==> config.mk <==
export PLATFORM = sky130hd
export DESIGN_NAME = dice_cgra_tid_dispatch
export DESIGN_NICKNAME = d
export VERILOG_FILES = /design/src/rtl/dice_cgra_tid_dispatch.sv
export SDC_FILE = /design/constraint.sdc
export NUM_CORES = 1
export LEC_CHECK = 0
export CORE_MARGIN = 2
export CORE_UTILIZATION = 52
export CTS_CLUSTER_SIZE = 24
export DETAILED_ROUTE_END_ITERATION = 12
export GPL_ROUTABILITY_DRIVEN = 0
export PLACE_DENSITY_LB_ADDON = 0.05
export SLEW_MARGIN = 20
export SYNTH_ARGS = -nofsm -noshare
export SYNTH_HDL_FRONTEND = slang
export SYNTH_SLANG_ARGS = --single-unit
export TNS_END_PERCENT = 20
==> constraint.sdc <==
create_clock -name clk -period 3.68 [get_ports clk]
set_input_delay 0.736 -clock clk [delete_from_list [all_inputs] [get_ports clk]]
set_output_delay 0.736 -clock clk [all_outputs]
set_load 0.02 [all_outputs]
==> src/rtl/dice_cgra_tid_dispatch.sv <==
// dice_cgra_tid_dispatch: issues a contiguous, wrapping run of thread IDs into the CGRA TID shift register.
// Define DICE_TID_DISPATCH_PERF_EN to add the issue/stall/drain performance counters.
module dice_cgra_tid_dispatch #(
    parameter int unsigned TOTAL_TID   = 512,
    parameter int unsigned TID_WIDTH   = $clog2(TOTAL_TID),
    parameter int unsigned MAX_LATENCY = 32
) (
    input  logic                 clk,
    input  logic                 rst_n,
    input  logic                 start,
    input  logic [TID_WIDTH-1:0] tid_base,
    input  logic [TID_WIDTH:0]   tid_count,
    input  logic                 stall,
    input  logic                 abort,
    input  logic                 pipe_empty,
    output logic [TID_WIDTH-1:0] out_tid,
    output logic                 out_valid,
    output logic                 pipe_clr,
    output logic                 busy,
    output logic                 done
`ifdef DICE_TID_DISPATCH_PERF_EN
    ,
    output logic [31:0]          perf_issue_cyc,
    output logic [31:0]          perf_stall_cyc,
    output logic [31:0]          perf_drain_cyc
`endif
);

    typedef enum logic [1:0] {
        S_IDLE  = 2'd0,
        S_ISSUE = 2'd1,
        S_DRAIN = 2'd2,
        S_DONE  = 2'd3
    } state_e;

    localparam logic [TID_WIDTH:0]   CNT_MAX = (TID_WIDTH+1)'(TOTAL_TID);
    localparam logic [TID_WIDTH-1:0] TID_MAX = TID_WIDTH'(TOTAL_TID - 1);
    localparam logic [TID_WIDTH:0]   CNT_ONE = (TID_WIDTH+1)'(1);

    if (TOTAL_TID < 2 || MAX_LATENCY == 0) begin : g_cfg_check
        $error("dice_cgra_tid_dispatch: TOTAL_TID must be >= 2 and MAX_LATENCY > 0");
    end

    state_e                 state_q;
    logic [TID_WIDTH-1:0]   cur_tid_q;
    logic [TID_WIDTH:0]     remaining_q;

    logic                   start_acc;
    logic                   abort_act;
    logic [TID_WIDTH:0]     cnt_sat;
    logic [TID_WIDTH-1:0]   tid_next;

    assign start_acc = (state_q == S_IDLE) && start && !abort;
    assign abort_act = (state_q != S_IDLE) && abort;
    assign cnt_sat   = (tid_count > CNT_MAX) ? CNT_MAX : tid_count;
    assign tid_next  = (cur_tid_q == TID_MAX) ? '0 : cur_tid_q + 1'b1;

    always_ff @(posedge clk or negedge rst_n) begin
        if (!rst_n) begin
            state_q     <= S_IDLE;
            cur_tid_q   <= '0;
            remaining_q <= '0;
        end else if (abort_act) begin
            state_q <= S_IDLE;
        end else begin
            case (state_q)
                S_IDLE: begin
                    if (start_acc) begin
                        cur_tid_q   <= tid_base;
                        remaining_q <= cnt_sat;
                        state_q     <= (cnt_sat == '0) ? S_DONE : S_ISSUE;
                    end
                end
                S_ISSUE: begin
                    if (!stall) begin
                        cur_tid_q   <= tid_next;
                        remaining_q <= remaining_q - 1'b1;
                        if (remaining_q == CNT_ONE) begin
                            state_q <= S_DRAIN;
                        end
                    end
                end
                S_DRAIN: begin
                    if (pipe_empty) begin
                        state_q <= S_DONE;
                    end
                end
                default: begin
                    state_q <= S_IDLE;
                end
            endcase
        end
    end

    // Flush and issue qualifiers act in the cycle they are requested; rst_n gates the flush during reset.
    assign out_tid   = cur_tid_q;
    assign out_valid = (state_q == S_ISSUE) && !stall && !abort;
    assign pipe_clr  = rst_n && (start_acc || abort_act);
    assign busy      = (state_q == S_ISSUE) || (state_q == S_DRAIN);
    assign done      = (state_q == S_DONE) && !abort;

`ifdef DICE_TID_DISPATCH_PERF_EN
    logic [31:0] perf_issue_q;
    logic [31:0] perf_stall_q;
    logic [31:0] perf_drain_q;

    always_ff @(posedge clk or negedge rst_n) begin
        if (!rst_n) begin
            perf_issue_q <= '0;
            perf_stall_q <= '0;
            perf_drain_q <= '0;
        end else if (start_acc) begin
            perf_issue_q <= '0;
            perf_stall_q <= '0;
            perf_drain_q <= '0;
        end else begin
            if (out_valid && (perf_issue_q != '1)) begin
                perf_issue_q <= perf_issue_q + 32'd1;
            end
            if ((state_q == S_ISSUE) && stall && (perf_stall_q != '1)) begin
                perf_stall_q <= perf_stall_q + 32'd1;
            end
            if ((state_q == S_DRAIN) && (perf_drain_q != '1)) begin
                perf_drain_q <= perf_drain_q + 32'd1;
            end
        end
    end

    assign perf_issue_cyc = perf_issue_q;
    assign perf_stall_cyc = perf_stall_q;
    assign perf_drain_cyc = perf_drain_q;
`endif

endmodule

==> flow_metrics.env, run 1 <==
export IMPL_fin_worst_skew_ps=16.6
export IMPL_yosysWarnings=0
export IMPL_globalRouteOverflowTotal=0
export IMPL_holdWs_ps=528
export IMPL_r2r_start="out_tid[0]$_DFFE_PN0P_"
export IMPL_ctsResizeCount=0
export IMPL_clk_pin_slew_worst_paths_ps=140
export IMPL_startpoint_type="flop"
export IMPL_worstSetupPathType="flop to output port"
export IMPL_drc=0
export IMPL_track_usage_pct=24.6
export IMPL_synthCells=169
export IMPL_area_growth_pct=29.4
export IMPL_tns_ps=0
export IMPL_cts_tree="built"
export IMPL_fmax_mhz=324
export IMPL_p_seq_share_pct=33.7
export IMPL_drt_iter0_drc=83
export IMPL_crit_path_end_kind="output port"
export IMPL_drtAntennaViolNets=0
export IMPL_start_util_pct=53.8
export IMPL_rsz0062_at_grt="false"
export IMPL_num_nets_final=240
export IMPL_syn_nets=203
export IMPL_cp_arrival_ps=2350
export IMPL_hp_class="flop to flop"
export IMPL_power_share_clock_pct=8.3
export IMPL_required_ps=2940
export IMPL_min_path_cells=2
export IMPL_r2r_end="out_tid[6]$_DFFE_PN0P_"
export IMPL_fillCellCount=220
export IMPL_fin_crit_sh_pct=83.9
export IMPL_clk_latency_ps=310
export IMPL_synth_cell_types=41
export IMPL_synthArstFlopShare_pct=100
export IMPL_ff2ff_setup_slack_ps=1140
export IMPL_drt_wl_total_microns=3670
export IMPL_critPathMaxFanout=14
export IMPL_hold_buffers=0
export IMPL_grt_start_max_net_pins=22
export IMPL_vias=1455
export IMPL_cts_setup_buffers=0
export IMPL_ios=38
export IMPL_slew_headroom_pct=63.2
export IMPL_coreArea_sq_um=2710
export IMPL_viasPerCell=6.17
export IMPL_p_leak_uw=0.000800
export IMPL_dp_hpwl_microns=2750
export IMPL_grt_pass1_wl_microns=6380
export IMPL_switchingPower_uw=652
export IMPL_die_h_microns=57.0
export IMPL_p_per_area_nw_per_um2=749
export IMPL_yosysSeqAreaShare_pct=36.0
export IMPL_cts_buffer_depth=2
export IMPL_holdPathEnd="out_tid[8]$_DFFE_PN0P_"
export IMPL_root_buffer="clkbuf_4"
export IMPL_peakVddDrop_uv=519
export IMPL_final_layout_size_suffix_gt1_share_pct=5.37
export IMPL_wl_per_cell_microns=15.6
export IMPL_internal_power_uw=762
export IMPL_synth_avg_cell_area_sq_um=8.63
export IMPL_die_w_microns=57.0
export IMPL_cts_sinks=21
export IMPL_port_buffers=37
export IMPL_cts_htree_levels=1
export IMPL_num_rows=19
export IMPL_grt_antenna_before_repair=0
export IMPL_synthFlopType="dfrtp_1"
export IMPL_grt_pass1_vias=1434
export IMPL_syn_area_sq_um=1460
export IMPL_r2r_cells=9
export IMPL_diodes=0
export IMPL_dr_pass1_iters=5
export IMPL_worst_pin_slew_ps=548
export IMPL_finalHoldViolations=0
export IMPL_min_period_ps=3090
export IMPL_combinationalPowerShare_pct=57.9
export IMPL_ys_ff_latch=21
export IMPL_p_sw_share_pct=46.1
export IMPL_slew_violations=0
export IMPL_hp_start="out_tid[8]$_DFFE_PN0P_"
export IMPL_synth_edf_count=0
export IMPL_status="completed"
export IMPL_setup_viol=0
export IMPL_maxCapViolCount=0
export IMPL_die_area_sq_um=3250
export IMPL_cts_buffers=3
==> cell families (layout without fill, tap and decap cells) <==
| group | count (synthesis) | count (layout) | synth area share, % |
|---|---|---|---|
| AOI/OAI and AO/OA | 53 | 53 | 24.4 |
| adders and majority gates | 9 | 9 | 7.72 |
| buffers and inverters | 18 | 54 | 4.63 |
| DFF | 21 | 21 | 36.0 |
| muxes | 4 | 4 | 2.83 |
| and+or+nand+nor | 64 | 64 | 24.4 |
==> routing by layer <==
metal | GRT usage, % | part of all wire [%] | up-vias
li1 | - | - | 702
met1 | 34.8 | 48 | 701
met2 | 38.8 | 47 | 48
met3 | 3.17 | 3.8 | 4
met4 | 8.97 | 0.87 | 0
met5 | 0 | 0 | -
==> worst max-delay path: stages (launching register included) <==
cell and delay, ps:
dfrtp_1 440, inv_1 110, ha_1 480, clkinv_1 160, nor3_1 210, clkdlybuf4s50_1 630
==> power groups by stage <==
stage                     clock network (uW)  logic [uW]  registers (uW)
after floorplan                            0         500             506
after global placement                     0         795             471
after detailed placement                   0         816             482
after CTS                                120         820             477
after global routing                     128         913             500
final                                    118         820             477
==> through the flow <==
step           util [%]  instance area [sq um]  power (uW)  cells  setup slack (ps)
3_3_place_gp       68.7                   1860        1270    232               651
4_1_cts            69.7                   1890        1420    236               579
6_report           69.7                   1890        1410    236               594
5_1_grt            69.7                   1890        1540    236               415
3_5_place_dp       68.7                   1860        1300    232               635
2_1_floorplan         -                   1460        1010    169               968
==> sequential cells by signal, indices dropped and copies added (netlist names) <==
name,flops
state_q,2
out_tid,9
remaining_q,10
==> layout make-up <==
cell class	instances	area [sq um]	area share [%]
inverter	10	37.5	1.99
timing repair buffer	40	393	20.8
tap	31	38.8	2.05
clock inverter	1	5.00	0.265
sequential	21	526	27.8
clock buffer	3	22.5	1.19
multi-input combinational	130	866	45.9
==> placed cells by master, fill, tap and decap left out, types with 4 or more instances in the layout <==
master / count
clkdlybuf4s50_1: 37
dfrtp_1: 21
o21ai_0: 18
nor2_1: 14
nand2_1: 11
inv_1: 9
ha_1: 9
a21oi_1: 7
a22oi_1: 6
nand3_1: 6
and3_1: 5
nor3_1: 4
nand2b_1: 4
or4_1: 4
nor4_1: 4
a22o_1: 4
a32oi_1: 4
==> Yosys cell counts (all sizes together) (5+ instances only) <==
| master | instances | share of area (%) |
|---|---|---|
| nor2 | 14 | 3.6 |
| and3 | 5 | 2.1 |
| nand3 | 6 | 2.1 |
| a22oi | 6 | 3.1 |
| clkbuf | 7 | 1.8 |
| a21oi | 7 | 2.4 |
| o21ai | 18 | 6.2 |
| or4 | 5 | 2.8 |
| ha | 9 | 7.7 |
| dfrtp | 21 | 36 |
| nand2 | 11 | 2.8 |
| inv | 9 | 2.3 |
==> worst max path at each step <==
stage	startpoint	to	slack, ps	cells after the start
6_report	state_q[1]$_DFFE_PN0P_	out_valid	590	5
5_1_grt	state_q[1]$_DFFE_PN0P_	out_valid	420	5
3_5_place_dp	abort	pipe_clr	640	4
2_1_floorplan	state_q[1]$_DFFE_PN0P_	out_valid	970	6
3_3_place_gp	abort	pipe_clr	650	4
4_1_cts	state_q[1]$_DFFE_PN0P_	out_valid	580	5
No activity file was read; power rests on OpenSTA's default activity.
==> run 2, diff against run 1 <==
Settings changed: CORE_UTILIZATION 52 to 48.
Clock period 3.68 ns to 3.15 ns, I/O delays scaled along.
==> run 2 against run 1 <==
Die area up 7.7%. Routed wire length up 4.6%. Largest cell class unchanged. Highest routed layer unchanged. Clock skew down 11 ps.
==> flow_metrics.env, run 2 (synthesis gave the netlist of run 1 again) <==
export IMPL_internal_power_uw=898
export IMPL_p_seq_share_pct=33.4
export IMPL_cts_sinks=21
export IMPL_die_w_microns=59.1
export IMPL_startpoint_type="primary input"
export IMPL_cts_htree_levels=1
export IMPL_drc=0
export IMPL_start_util_pct=49.0
export IMPL_p_leak_uw=0.000805
export IMPL_clk_latency_ps=310
export IMPL_num_rows=20
export IMPL_num_nets_final=241
export IMPL_top_register="remaining_q"
export IMPL_peakVddDrop_uv=449
export IMPL_ctsResizeCount=0
export IMPL_area_growth_pct=30.1
export IMPL_finalHoldViolations=0
export IMPL_cts_tree="built"
export IMPL_worstSetupPathType="primary input to output port"
export IMPL_status="completed"
export IMPL_die_area_sq_um=3500
export IMPL_final_common_cell="clkdlybuf4s50_1"
export IMPL_vias=1464
export IMPL_mostFrequentLayoutCells="37 x clkdlybuf4s50_1, 21 x dfrtp_1, 18 x o21ai_0, 14 x nor2_1, 11 x nand2_1"
export IMPL_globalRouteOverflowTotal=0
export IMPL_final_layout_size_suffix_gt1_share_pct=5.83
export IMPL_die_h_microns=59.1
export IMPL_fin_crit_sh_pct=90.1
export IMPL_setup_viol=0
export IMPL_port_buffers=37
export IMPL_min_period_ps=2840
export IMPL_maxCapViolCount=0
export IMPL_tns_ps=0
export IMPL_viasPerCell=6.13
export IMPL_dpl_worst_slack_ps=315
export IMPL_combinationalPowerShare_pct=58.3
export IMPL_largest_register_ffs=10
export IMPL_slew_violations=0
export IMPL_top_layer="met4"
export IMPL_crit_path_end_kind="output port"
export IMPL_ios=38
export IMPL_drtAntennaViolNets=0
export IMPL_fmax_mhz=352
export IMPL_grt_antenna_before_repair=0
export IMPL_cts_buffers=3
export IMPL_switchingPower_uw=777
export IMPL_dpl_cell_area_sq_um=1870
export IMPL_critPathMaxFanout=10
export IMPL_slew_headroom_pct=55.2
export IMPL_clk_pin_slew_worst_paths_ps=130
export IMPL_dr_wl_met3_microns=173
export IMPL_grt_pass1_wl_microns=6280
export IMPL_fin_worst_skew_ps=5.65
export IMPL_drt_iter0_drc=69
export IMPL_required_ps=2520
export IMPL_power_share_clock_pct=8.2
export IMPL_final_cell_area_sq_um=1900
export IMPL_cts_buffer_depth=2
export IMPL_drt_wl_total_microns=3840
export IMPL_place_inst=235
export IMPL_cts_setup_buffers=0
export IMPL_route_met2_wl_microns=1850
export IMPL_grt_start_max_net_pins=22
export IMPL_hp_class="flop to flop"
export IMPL_setup_ws_ps=312
export IMPL_hold_buffers=0
export IMPL_instances_no_fill=239
export IMPL_worst_pin_slew_ps=670
export IMPL_rsz0062_at_grt="false"
export IMPL_cp_arrival_ps=2210
export IMPL_track_usage_pct=23.4
export IMPL_root_buffer="clkbuf_4"
export IMPL_dp_hpwl_microns=2790
export IMPL_drt_met1_wl_microns=1780
export IMPL_dr_pass1_iters=4
export IMPL_coreArea_sq_um=2980
export IMPL_p_per_area_nw_per_um2=882
export IMPL_p_sw_share_pct=46.4
export IMPL_wl_per_cell_microns=16.1
export IMPL_diodes=0
export IMPL_grt_pass1_vias=1420
[run 2: cell count changes in the layout (fill, tap and decap cells not counted)]
cell / change
buf_4: +1
[run 2: layer usage]
layer  track usage (%)  up-vias
met3              3.06        4
met5                 0        -
met1              31.1      706
li1                  -      703
met2              37.5       51
met4              11.0        0
[run 2: worst paths after layout]
path / startpoint / end / slack [ps] / cells past startpoint
hold / removal: out_tid[8]$_DFFE_PN0P_ / out_tid[8]$_DFFE_PN0P_ / 550 / 2
min in group asynchronous: rst_n / remaining_q[3]$_DFFE_PN0P_ / 690 / 2
setup / recovery: abort / pipe_clr / 310 / 4
hold reg to reg: out_tid[8]$_DFFE_PN0P_ / out_tid[8]$_DFFE_PN0P_ / 550 / 2
setup reg to reg: out_tid[0]$_DFFE_PN0P_ / out_tid[6]$_DFFE_PN0P_ / 640 / 9
max in group asynchronous: rst_n / out_tid[0]$_DFFE_PN0P_ / 2230 / 2
[run 2: area by class of cell]
cell class	count	area (sq um)
Fill cell	273	1080
Clock buffer	3	22.5
Tap cell	33	41.3
Inverter	10	37.5
Sequential cell	21	526
Timing Repair Buffer	41	400
Clock inverter	1	5.00
Multi-Input combinational cell	130	866
[run 2: stage by stage]
stage / util [%] / hold slack [ps] / power (uW)
6_report: 63.7 / 549 / 1670
5_1_grt: 63.7 / 570 / 1820
4_1_cts: 63.7 / 552 / 1670
3_5_place_dp: 62.8 / 519 / 1530
3_3_place_gp: 62.8 / 497 / 1490
2_1_floorplan: - / 334 / 1180
[run 2: power groups by stage]
stage	registers (uW)	logic [uW]	clock network [uW]
2_1_floorplan	591	585	0
6_report	560	977	138
4_1_cts	556	975	144
3_3_place_gp	551	936	0
3_5_place_dp	562	970	0
5_1_grt	582	1090	153
[run 2: worst max-delay path, stage by stage]
cell and delay [ps]:
clkdlybuf4s50_1 550, nand3b_1 240, a21boi_0 160, clkdlybuf4s50_1 630
